`src/rtl/fire_pkg.sv`:
```
// fire_pkg: state encodings, parameter defaults and width helper for the fire responder
package fire_pkg;
  typedef enum logic [1:0] {
    IDLE     = 2'd0,
    ALERT    = 2'd1,
    SPRINKLE = 2'd2,
    SILENCED = 2'd3
  } state_t;
  localparam int SIREN_HALF_DEF     = 2;
  localparam int SPRINKLE_DELAY_DEF = 8;
  localparam int SILENCE_TIME_DEF   = 16;
  function automatic int cw(input int n);
    return $clog2(n + 1);
  endfunction
endpackage

```
`src/rtl/fire_timer.sv`:
```
// fire_timer: loadable down-counter; done pulses in the last enabled cycle of a loaded run
module fire_timer #(
  parameter int W = 8
) (
  input  logic         clk,
  input  logic         rst,
  input  logic         load,
  input  logic         en,
  input  logic [W-1:0] len,
  output logic         done
);
  logic [W-1:0] cnt;
  always_ff @(posedge clk or posedge rst)
    if (rst) cnt <= '0;
    else if (load) cnt <= len;
    else if (en && cnt != '0) cnt <= cnt - W'(1);
  assign done = en && cnt == W'(1);
endmodule

```
`src/rtl/fire_responder.sv`:
```
// fire_responder: latching fire alarm FSM with siren, sprinkler escalation, silence and all-clear
module fire_responder
  import fire_pkg::*;
#(
  parameter int SIREN_HALF     = SIREN_HALF_DEF,
  parameter int SPRINKLE_DELAY = SPRINKLE_DELAY_DEF,
  parameter int SILENCE_TIME   = SILENCE_TIME_DEF
) (
  input  logic       clk,
  input  logic       rst,
  input  logic       f_alarm,
  input  logic       ack,
  input  logic       clear,
  output logic       siren,
  output logic       sprinkler,
  output logic [1:0] state,
  output logic [7:0] alarm_count
);
  localparam int SW = cw(SIREN_HALF);
  localparam int DW = cw(SPRINKLE_DELAY);
  localparam int TW = cw(SILENCE_TIME);
  state_t st, nxt;
  logic dly_done, sil_done, all_clear, enter_alert, enter_sil, sounding, siren_q;
  logic [SW-1:0] sc;
  assign all_clear   = clear && !f_alarm;
  assign sounding    = st == ALERT || st == SPRINKLE;
  assign enter_alert = nxt == ALERT && st != ALERT;
  assign enter_sil   = nxt == SILENCED && st != SILENCED;
  always_comb begin
    nxt = st;
    case (st)
      IDLE:     nxt = f_alarm ? ALERT : IDLE;
      ALERT:    nxt = all_clear ? IDLE : ack ? SILENCED : dly_done ? SPRINKLE : ALERT;
      SPRINKLE: nxt = all_clear ? IDLE : SPRINKLE;
      SILENCED: nxt = all_clear ? IDLE : sil_done ? (f_alarm ? ALERT : IDLE) : SILENCED;
    endcase
  end
  always_ff @(posedge clk or posedge rst)
    if (rst) st <= IDLE;
    else st <= nxt;
  always_ff @(posedge clk or posedge rst)
    if (rst) alarm_count <= '0;
    else if (st == IDLE && f_alarm && alarm_count != 8'hFF) alarm_count <= alarm_count + 8'd1;
  // phase restarts high on every ALERT entry and carries on unbroken into SPRINKLE
  always_ff @(posedge clk or posedge rst)
    if (rst) begin
      siren_q <= 1'b0;
      sc      <= '0;
    end else if (enter_alert) begin
      siren_q <= 1'b1;
      sc      <= '0;
    end else if (sounding) begin
      if (sc == SW'(SIREN_HALF - 1)) begin
        siren_q <= ~siren_q;
        sc      <= '0;
      end else sc <= sc + SW'(1);
    end else begin
      siren_q <= 1'b0;
      sc      <= '0;
    end
  fire_timer #(.W(DW)) u_dly (
    .clk  (clk),
    .rst  (rst),
    .load (enter_alert),
    .en   (st == ALERT),
    .len  (DW'(SPRINKLE_DELAY)),
    .done (dly_done)
  );
  fire_timer #(.W(TW)) u_sil (
    .clk  (clk),
    .rst  (rst),
    .load (enter_sil),
    .en   (st == SILENCED),
    .len  (TW'(SILENCE_TIME)),
    .done (sil_done)
  );
  assign siren     = siren_q && sounding;
  assign sprinkler = st == SPRINKLE;
  assign state     = st;
endmodule

```
`config.mk`:
```
export PLATFORM = sky130hd
export DESIGN_NAME = fire_responder
export DESIGN_NICKNAME = d
export VERILOG_FILES = /design/src/rtl/fire_pkg.sv /design/src/rtl/fire_timer.sv /design/src/rtl/fire_responder.sv
export SDC_FILE = /design/constraint.sdc
export NUM_CORES = 1
export LEC_CHECK = 0
export ABC_AREA = 1
export CORE_UTILIZATION = 37
export DETAILED_ROUTE_END_ITERATION = 7
export SLEW_MARGIN = 15
export SYNTH_ARGS = -nofsm -noshare
export SYNTH_HDL_FRONTEND = slang
export SYNTH_HIERARCHICAL = 1
export SYNTH_SLANG_ARGS = --single-unit
```
`constraint.sdc`:
```
create_clock -name clk -period 2.2 [get_ports clk]
set_input_delay 0.44 -clock clk [delete_from_list [all_inputs] [get_ports clk]]
set_output_delay 0.44 -clock clk [all_outputs]
set_load 0.005 [all_outputs]
```
==> metrics.md <==
| Metric | Value |
|---|---|
| Maximum vdd drop | 0.598 mV |
| GR Overflow Total | 0 |
| First-pass GRT wire length | 4840 um |
| Net Sw Power | 1.01 mW |
| Setup Viol. Count Final | 0 |
| Critical path type | register to primary output |
| Routed len/inst | 10.3 um |
| DRC | 0 |
| Maximum number of pins on one net before global-route repair | 14 |
| TritonCTS Sinks | 22 |
| Hold Path Class | input pin to async pin |
| Max_slew headroom | 65.2% |
| GRT Util Overall | 15.0% |
| CTS tree | built |
| I/O pin total | 17 |
| TNS Setup | 0 ns |
| Sw Share | 41.4% |
| Placer Congestion | 0.790 |
| Sequential share of power | 30.1% |
| Clock slew at reported path FFs | 0.09 ns |
| Power Density | 1310 nW/um^2 |
| Fmax achieved | 485 MHz |
| Reg-to-reg setup timing slack | 0.22 ns |
| Outcome | finished clean |
| Synth unique cells | 29 |
| Crit Reg-Reg Endpoint | u_sil/cnt[1] |
| Logic pwr share | 54.0% |
| Synth Area per Inst | 7.64 um^2 |
| Post-place setup slack | 0.135 ns |
| Hold Vio Cnt, Final | 0 |
| Vias in the first global route | 1,100 |
| P&R area growth vs syn | 26.9% |
| Routed wire length | 2830 um |
| Pint | 1.43 mW |
| Vias per inst | 4.36 |
| Setup Skew | 0.00233 ns |
| Syn Inst Count | 192 |
| Reg2reg path depth | 13 |
| Clk Latency, worst-skew pair | 0.27 ns |
| Antenna violations before repair | 0 |
| Post-synthesis register bit count | 22 |
| Root buf cell | clkbuf_8 |
| Arrival time worst endpoint | 1.62 ns |
| Nets | 242 |
| Cell Area, Synth | 1470 um^2 |
| Share of cells above drive strength 1 | 15.9% |
| TritonRoute pass-1 iters | 4 |
| Slew @ Worst Pin | 0.522 ns |
| Synth Warn # | 6 |
| Initial Util | 39.2% |
| Reg2Reg Launch Point | state[1] |
| Worst setup margin | 0.137 ns |
| CP Capture Type | primary output |
| DR vias | 1,195 |
| Lkg Pwr | 0.948 nW |
| Dpl hpwl | 2200 um |
| Die H | 65.0 um |
| Required time of the critical path | 1.76 ns |
| Post-synthesis sequential area ratio | 37.5% |
| Commonest non-fill, non-tap cell in the layout | nand2_1 |
| Buffers from clock root to sink, at most | 2 |
| Antenna cells | 0 |
| Clock share of power | 15.9% |
| Most frequent cells in the layout | nand2_1 (55), inv_1 (26), dfrtp_1 (22) |
| Placement Rows | 22 |
| H-Tree Depth | 1 |
| Setup crit start kind | register |
| DRT iter0 DRCs | 56 |
| CTS buffer count | 3 |
| CP Max Fanout | 4 |
| Overall power | 2.44 mW |
| Max-cap violations | 0 |
| Die ar. | 4220 um^2 |
| Core Area | 3740 um^2 |
| Post-route clock period utilization | 93.8% |
| IO buf count | 16 |
| Die width | 65.0 um |
| Fin. max-slew vios | 0 |
| Post-DRT Antenna Nets | 0 |
| Post-layout min period | 2.06 ns |
[synth_stat cells]
library cell / count / area (um^2)
inv_2: 4 / 15.0
nor2_4: 1 / 11.3
nand3_1: 16 / 80.1
nand2_1: 55 / 206
o21ai_2: 2 / 17.5
nor2_1: 10 / 37.5
xor2_1: 1 / 8.76
conb_1: 2 / 7.51
nor2_2: 2 / 12.5
and3_1: 1 / 6.26
o21ai_1: 5 / 25.0
nor3_1: 2 / 10.0
ha_1: 10 / 125
nand3b_1: 1 / 7.51
buf_4: 1 / 7.51
dfrtp_1: 22 / 551
a21oi_2: 2 / 17.5
o21ai_0: 8 / 40.0
nand4_1: 1 / 6.26
a21oi_1: 1 / 5.00
a21o_1: 1 / 7.51
nand2_4: 4 / 45.0
xor2_2: 1 / 16.3
xnor2_1: 5 / 43.8
nand3_2: 2 / 20.0
nand2_2: 3 / 18.8
or2_0: 1 / 6.26
inv_1: 27 / 101
a21boi_2: 1 / 11.3
[logic make-up after synthesis]
kind of cell / share of synthesized area [%]
AO/OA/AOI/OAI: 8.44
XOR/XNOR: 4.69
adder cells (fa/ha/maj): 8.53
buffers and inverters: 8.44
flip-flops: 37.5
other: 0.512
AND/OR/NAND/NOR: 31.9
[routing by layer]
| layer | track usage [%] | routed length, um | vias up |
|---|---|---|---|
| li1 | - | - | 657 |
| met1 | 19.8 | 1420 | 526 |
| met2 | 25.3 | 1350 | 12 |
| met3 | 2.11 | 58 | 0 |
| met4 | 4.17 | 0 | 0 |
| met5 | 0 | 0 | - |
[registers in the layout, indices dropped and copies added (netlist names)]
register / cells
alarm_count: 8
u_sil/cnt: 5
siren_q: 1
sc: 2
u_dly/cnt: 4
state: 2
[cell type report]
type / count / area [um^2]
timing repair buffer: 24 / 220
fill: 402 / 1880
inverter: 31 / 116
sequential: 22 / 551
multi-input combinational: 145 / 845
clock inverter: 1 / 30.0
clock buffer: 3 / 41.3
tap: 48 / 60.1
[stage by stage]
step	std cells	hold WS [ns]	area (um^2)	utilization [%]
2_1_floorplan	199	0.206	1490	-
3_3_place_gp	268	0.484	1750	46.8
3_5_place_dp	268	0.492	1750	46.8
4_1_cts	272	0.420	1820	48.7
5_1_grt	274	0.443	1860	49.8
6_report	274	0.420	1860	49.8
[power groups by stage]
| stage | clock, mW | sequential [mW] | combinational (mW) |
|---|---|---|---|
| floorplan | 0 | 0.710 | 0.872 |
| global placement | 0 | 0.742 | 1.26 |
| detailed placement | 0 | 0.745 | 1.26 |
| CTS | 0.400 | 0.736 | 1.26 |
| global route | 0.416 | 0.757 | 1.52 |
| finish | 0.389 | 0.735 | 1.32 |
[how the worst max path moves through the flow]
stage,depth (start not counted),start,end
detailed placement,12,f_alarm,u_sil/cnt[1]
global placement,12,f_alarm,u_sil/cnt[0]
global route,14,state[0],u_dly/cnt[3]
finish,5,state[1],siren
floorplan,14,state[0],u_dly/cnt[3]
CTS,5,state[1],siren
[worst max-delay path, stage by stage (launching register included)]
cell	delay [ns]
dfrtp_1	0.38
inv_1	0.10
ha_4	0.29
nand2_1	0.05
inv_1	0.05
clkdlybuf4s50_1	0.48
[what timing repair did]
action / CTS / global route
hold endpoints to repair: 0 / 0
hold buffers: 0 / 0
setup endpoints to repair: 0 / 5
gates resized for setup: 0 / 5
setup buffers: 0 / 2
Note: power is estimated with default switching activity, not from simulation.
